File: config.mk
export PLATFORM = sky130hd
export DESIGN_NAME = keypad_scanner_flat
export DESIGN_NICKNAME = d
export VERILOG_FILES = /design/src/rtl/keypad_scanner_if.sv /design/src/rtl/keypad_scanner.sv /design/src/flat_wrapper.sv
export SDC_FILE = /design/constraint.sdc
export NUM_CORES = 1
export LEC_CHECK = 0
export CAP_MARGIN = 20
export CORE_AREA = 2 2 70 72
export CTS_CLUSTER_DIAMETER = 50
export DETAILED_ROUTE_END_ITERATION = 7
export DIE_AREA = 0 0 72 74
export PLACE_DENSITY = 0.7
export SKIP_CTS_REPAIR_TIMING = 1
export SKIP_LAST_GASP = 1
export SLEW_MARGIN = 25
export SYNTH_ARGS = -nofsm -noshare
export SYNTH_HDL_FRONTEND = slang
export SYNTH_SLANG_ARGS = --single-unit
File: constraint.sdc
create_clock -name clk -period 1.85 [get_ports clk]
set_input_delay 0.2775 -clock clk [delete_from_list [all_inputs] [get_ports clk]]
set_output_delay 0.2775 -clock clk [all_outputs]
set_load 0.02 [all_outputs]
File: src/rtl/keypad_scanner_if.sv
// Signal bundle between a 4x4 matrix keypad scanner and its surroundings.
// slave = scanner side, master = keypad/consumer side.
interface keypad_scanner_if;
  logic [3:0] col;
  logic [3:0] row;
  logic [3:0] key_code;
  logic       key_valid;
  logic       key_down;
  logic [1:0] state_dbg;

  // key_valid is a one-clk strobe with no back-pressure (no ready); key_code
  // is already stable when it rises and holds until the next accepted press.
  modport slave (
    input  col,
    output row,
    output key_code,
    output key_valid,
    output key_down,
    output state_dbg
  );

  modport master (
    output col,
    input  row,
    input  key_code,
    input  key_valid,
    input  key_down,
    input  state_dbg
  );
endinterface

File: src/rtl/keypad_scanner.sv
// 4x4 active-low keypad scanner: rotates one low row per scan tick and
// debounces press and release over DEBOUNCE_CNT consecutive tick samples.
module keypad_scanner #(
  parameter int SCAN_DIV     = 50000,
  parameter int DEBOUNCE_CNT = 4
) (
  input  logic             clk,
  input  logic             rst,
  keypad_scanner_if.slave  kp
);

  localparam int DW = $clog2(SCAN_DIV);
  localparam int CW = $clog2(DEBOUNCE_CNT + 1);
  localparam logic [DW-1:0] DIV_LAST = DW'(SCAN_DIV - 1);
  localparam logic [CW-1:0] DEB_MAX  = CW'(DEBOUNCE_CNT);

  typedef enum logic [1:0] {
    SCAN     = 2'd0,
    DEBOUNCE = 2'd1,
    PRESSED  = 2'd2,
    RELEASE  = 2'd3
  } state_t;

  state_t        state;
  logic [3:0]    col_s1;
  logic [3:0]    col_s2;
  logic [3:0]    cand_pat;
  logic [3:0]    cand_code;
  logic [DW-1:0] div;
  logic [CW-1:0] cnt;
  logic [CW-1:0] cnt_nxt;
  logic          tick;
  logic          one_low;
  logic          all_high;
  logic [1:0]    col_idx;
  logic [1:0]    row_idx;

  assign kp.state_dbg = state;
  assign tick         = (div == DIV_LAST);
  assign all_high     = &col_s2;
  assign cnt_nxt      = cnt + CW'(1);

  always_comb begin
    col_idx = 2'd0;
    one_low = 1'b0;
    case (col_s2)
      4'b1110: begin col_idx = 2'd0; one_low = 1'b1; end
      4'b1101: begin col_idx = 2'd1; one_low = 1'b1; end
      4'b1011: begin col_idx = 2'd2; one_low = 1'b1; end
      4'b0111: begin col_idx = 2'd3; one_low = 1'b1; end
      default: begin col_idx = 2'd0; one_low = 1'b0; end
    endcase
  end

  always_comb begin
    row_idx = 2'd0;
    case (kp.row)
      4'b1101: row_idx = 2'd1;
      4'b1011: row_idx = 2'd2;
      4'b0111: row_idx = 2'd3;
      default: row_idx = 2'd0;
    endcase
  end

  // col comes straight off the keypad pins, asynchronous to clk.
  always_ff @(posedge clk or negedge rst) begin
    if (!rst) begin
      col_s1 <= 4'b1111;
      col_s2 <= 4'b1111;
    end else begin
      col_s1 <= kp.col;
      col_s2 <= col_s1;
    end
  end

  always_ff @(posedge clk or negedge rst) begin
    if (!rst) begin
      div <= '0;
    end else if (tick) begin
      div <= '0;
    end else begin
      div <= div + DW'(1);
    end
  end

  always_ff @(posedge clk or negedge rst) begin
    if (!rst) begin
      state        <= SCAN;
      kp.row       <= 4'b1110;
      cnt          <= '0;
      cand_pat     <= 4'b1111;
      cand_code    <= 4'h0;
      kp.key_code  <= 4'h0;
      kp.key_valid <= 1'b0;
      kp.key_down  <= 1'b0;
    end else begin
      kp.key_valid <= 1'b0;
      if (tick) begin
        case (state)
          SCAN: begin
            if (one_low) begin
              cand_pat  <= col_s2;
              cand_code <= {row_idx, col_idx};
              if (DEBOUNCE_CNT == 1) begin
                kp.key_code  <= {row_idx, col_idx};
                kp.key_valid <= 1'b1;
                kp.key_down  <= 1'b1;
                cnt          <= '0;
                state        <= PRESSED;
              end else begin
                cnt   <= CW'(1);
                state <= DEBOUNCE;
              end
            end else begin
              kp.row <= {kp.row[2:0], kp.row[3]};
            end
          end
          DEBOUNCE: begin
            if (col_s2 == cand_pat) begin
              if (cnt_nxt == DEB_MAX) begin
                kp.key_code  <= cand_code;
                kp.key_valid <= 1'b1;
                kp.key_down  <= 1'b1;
                cnt          <= '0;
                state        <= PRESSED;
              end else begin
                cnt <= cnt_nxt;
              end
            end else begin
              cnt    <= '0;
              kp.row <= {kp.row[2:0], kp.row[3]};
              state  <= SCAN;
            end
          end
          PRESSED: begin
            // Extra keys on the held row keep the press alive but are never reported.
            if (all_high) begin
              if (DEBOUNCE_CNT == 1) begin
                kp.key_down <= 1'b0;
                cnt         <= '0;
                kp.row      <= {kp.row[2:0], kp.row[3]};
                state       <= SCAN;
              end else begin
                cnt   <= CW'(1);
                state <= RELEASE;
              end
            end
          end
          RELEASE: begin
            if (all_high) begin
              if (cnt_nxt == DEB_MAX) begin
                kp.key_down <= 1'b0;
                cnt         <= '0;
                kp.row      <= {kp.row[2:0], kp.row[3]};
                state       <= SCAN;
              end else begin
                cnt <= cnt_nxt;
              end
            end else begin
              cnt   <= '0;
              state <= PRESSED;
            end
          end
          default: begin
            cnt   <= '0;
            state <= SCAN;
          end
        endcase
      end
    end
  end

endmodule

File: src/flat_wrapper.sv
// flat-port wrapper written by rule: the top's interface ports become plain ports
module keypad_scanner_flat 
#(
  parameter int SCAN_DIV     = 50000,
  parameter int DEBOUNCE_CNT = 4
)
  (clk, rst, kp_col, kp_row, kp_key_code, kp_key_valid, kp_key_down, kp_state_dbg);
  keypad_scanner_if kp_i ();
  input  logic clk;
  input  logic rst;
  input wire logic [$bits(kp_i.col)-1:0] kp_col;
  output wire logic [$bits(kp_i.row)-1:0] kp_row;
  output wire logic [$bits(kp_i.key_code)-1:0] kp_key_code;
  output wire logic [$bits(kp_i.key_valid)-1:0] kp_key_valid;
  output wire logic [$bits(kp_i.key_down)-1:0] kp_key_down;
  output wire logic [$bits(kp_i.state_dbg)-1:0] kp_state_dbg;
  assign kp_i.col = kp_col;
  assign kp_row = kp_i.row;
  assign kp_key_code = kp_i.key_code;
  assign kp_key_valid = kp_i.key_valid;
  assign kp_key_down = kp_i.key_down;
  assign kp_state_dbg = kp_i.state_dbg;
  keypad_scanner #(.SCAN_DIV(SCAN_DIV), .DEBOUNCE_CNT(DEBOUNCE_CNT)) u_core (.clk(clk), .rst(rst), .kp(kp_i));
endmodule
==> qor.csv <==
metric;value;unit
# setup viols final;1;
ANT cells;0;
CP arrival;2.05;ns
WL met2;1980;um
Worst setup EP type;flop;
WL final;3890;um
post-synthesis register bit count;47;
I/O pin cnt;18;
Slew headroom;0.618;
clock transition at the registers of the reported paths;0.08;ns
Die ar.;5330;um2
Placed Area;2470;um2
launch point of the critical path;u_core.cnt[0]$_DFFE_PN0P_;
DR iter-0 viols;39;
Final Skew;0.00381;ns
fillers;379;
CORE AREA;4600;um2
required time of the critical path;2.04;ns
CP max stage cell;dfrtp_1;
Post-synth EDFFs;0;
Cell Chain, Critical Path;ha_1 > nor2b_2 > o21ai_0 > o21ai_1 > nand4_2 > mux2_2;
PortBufs;17;
RSZ-0062 raised after global routing;true;
Reg2Reg Depth;6;
CTS Buf Count;5;
FFs w/ async S/R, synth;1.00;
Multi-input gate area;938;um2
Syn Area/Cell;12.2;um2
worst-path maximum fanout;4;
DR top layer;met4;
status;finished, violations left;
Buffers & Inverters on Critical Path;0;
Cell Rows;25;
grt total ovfl;0;
Final min period;1.87;ns
clk_lat worst skew;0.30;ns
final design utilization;0.576;
Syn Inst Count;179;
Setup crit start kind;flop;
FF/Latch Area;1200;um2
Final HPWL DP;2710;um
final antenna-violating net count;0;
Max Slew Vio Count;0;
layout cells sized above 1;0.318;
final hold viol count;0;
clock sink count;47;
Syn Nets;188;
Seq/Total Area, Yosys;0.547;
die width;72;um
final worst-path setup slack;-0.0184;ns
FF-to-FF Start;u_core.cnt[0]$_DFFE_PN0P_;
CTS tree;built;
Root Driver;clkbuf_8;
critical path class;reg -> reg;
H-tree Lvls;2;
worst hold slack;0.0552;ns
Total Routing Usage GR;0.158;
Max Cap Violations;0;
Worst VDD drop;0.000497;V
first-pass GRT wire length;6400;um
drt pass-1 iters;4;
commonest register cell after synthesis;dfrtp_1;
nets@finish;225;
Area growth syn-to-layout;21.3;%
Area contributors post-synth;dfrtp_1, dfstp_2, xnor2_1, mux2_2, nand3_1;
Final period util;1.01;
final instance area;2650;um2
mapped cell area;2180;um2
drt drc;0;
leak pwr;1.13;nW
crit-path max cell delay;0.42;ns
fmax;0.535;GHz
initial core utilization;0.475;
via/cell ratio;5.30;
Pwr per Cell Area;678;nW/um2
routed length on met1;1730;um
largest net degree at the start of global routing;48;
worst-margin pin slew;0.573;ns
CP delay by family, top;compound AO/OA/AOI/OAI gates;
Ys Warns;0;
largest area contributor in the netlist;dfrtp_1;
area share of the largest cell type after synthesis;0.367;
gp weighted congestion;0.791;
number of global-route vias before repair;1384;
post-DR wirelength/cell;14.4;um
antenna violations before repair;0;
Crit. path cell count;6;
Via Count;1435;
violations in the final reports;negative setup slack;
Die Y;74;um
Hold Crit Class;in -> async;
Met3 Wirelength;112;um
post-synth cell types;42;
clock buffer depth;2;
-- stage by stage --
step	std cells	power (mW)	setup TNS, ns	worst slack, ns
floorplan	179	1.10	0	0.0682
finish	271	1.79	-0.0184	-0.0184
CTS	265	1.82	-0.119	-0.0399
global route	271	1.87	-0.452	-0.0703
global placement	257	1.12	0	0.0643
detailed placement	257	1.13	-0.0480	-0.0217
-- final cells by class --
class / count / area share
well taps: 54 / 0.0255
inverters: 3 / 0.00425
repair buffers: 38 / 0.123
clock inverters: 2 / 0.00520
flip-flops and latches: 47 / 0.452
clock buffers: 6 / 0.0354
multi-input cells: 121 / 0.354
-- cell usage after synthesis (3+ instances only) --
master,number
and3_1,3
buf_6,3
dfrtp_1,32
dfstp_2,15
ha_1,3
inv_1,3
mux2_2,10
nand2_1,14
nand3_1,13
nand4_1,3
nor2_1,11
o21ai_0,12
xnor2_1,14
xor2_1,7
-- worst reg2reg max path: cells and delay by family, from the launching register on --
family,cells,cell delay (ns)
adder cells (fa/ha/maj),1,0.22
flip-flops,1,0.42
AND/OR/NAND/NOR,2,0.35
multiplexers,1,0.35
AO/OA/AOI/OAI,2,0.42
-- cells in the final DEF, fill, tap and decap left out, types with 3 or more instances in the layout --
master / instances
buf_4: 20
inv_1: 3
o21ai_0: 11
xnor2_1: 14
clkbuf_8: 5
mux2_4: 6
xor2_1: 7
nand2_1: 14
dfstp_2: 15
dfrtp_1: 31
and3_1: 3
nor2_1: 11
nand4_1: 3
ha_1: 3
clkdlybuf4s50_1: 16
nand3_1: 13
mux2_2: 6
-- sequential cells by signal (all words and copies together), names as in the netlist --
| signal | flops |
|---|---|
| u_core.cand_code | 4 |
| u_core.cand_pat | 4 |
| u_core.cnt | 3 |
| u_core.col_s1 | 4 |
| u_core.col_s2 | 4 |
| u_core.div | 16 |
| u_core.kp.key_code | 4 |
| u_core.kp.key_down | 1 |
| u_core.kp.key_valid | 1 |
| u_core.kp.row | 4 |
| u_core.kp.state_dbg | 2 |
-- cell families (layout without fill, tap and decap cells) --
family          after synthesis  after routing  share of synthesized area
compound gates               22             22                     0.0808
xor+xnor                     21             21                     0.0842
fa+ha+maj                     3              3                     0.0172
buf+inv                      11             49                     0.0309
flops                        47             47                      0.547
mux                          13             13                     0.0699
simple gates                 62             62                      0.170
-- layer usage --
layer | vias to the layer above | GRT usage
li1 | 697 | -
met1 | 711 | 0.200
met2 | 20 | 0.258
met3 | 7 | 0.0407
met4 | 0 | 0.0734
met5 | - | 0
-- report_power, final --
| part | internal, mW | switching [mW] | total [mW] |
|---|---|---|---|
| sequential | 1.04 | 0.00994 | 1.05 |
| combinational | 0.0227 | 0.0335 | 0.0561 |
| clock | 0.348 | 0.337 | 0.685 |
-- path summary, 6_finish.rpt --
check,to,slack [ns]
worst max-delay path,u_core.kp.row[0]$_DFFE_PN0P_,-0.02
max in group asynchronous,u_core.kp.state_dbg[0]$_DFFE_PN0P_,1.38
min in group clk,u_core.col_s2[1]$_DFF_PN1_,0.36
worst min register to register,u_core.col_s2[1]$_DFF_PN1_,0.36
worst min-delay path,u_core.div[1]$_DFF_PN0_,0.06
worst max register to register,u_core.kp.row[0]$_DFFE_PN0P_,-0.02
(Power assumes the default switching activity.)
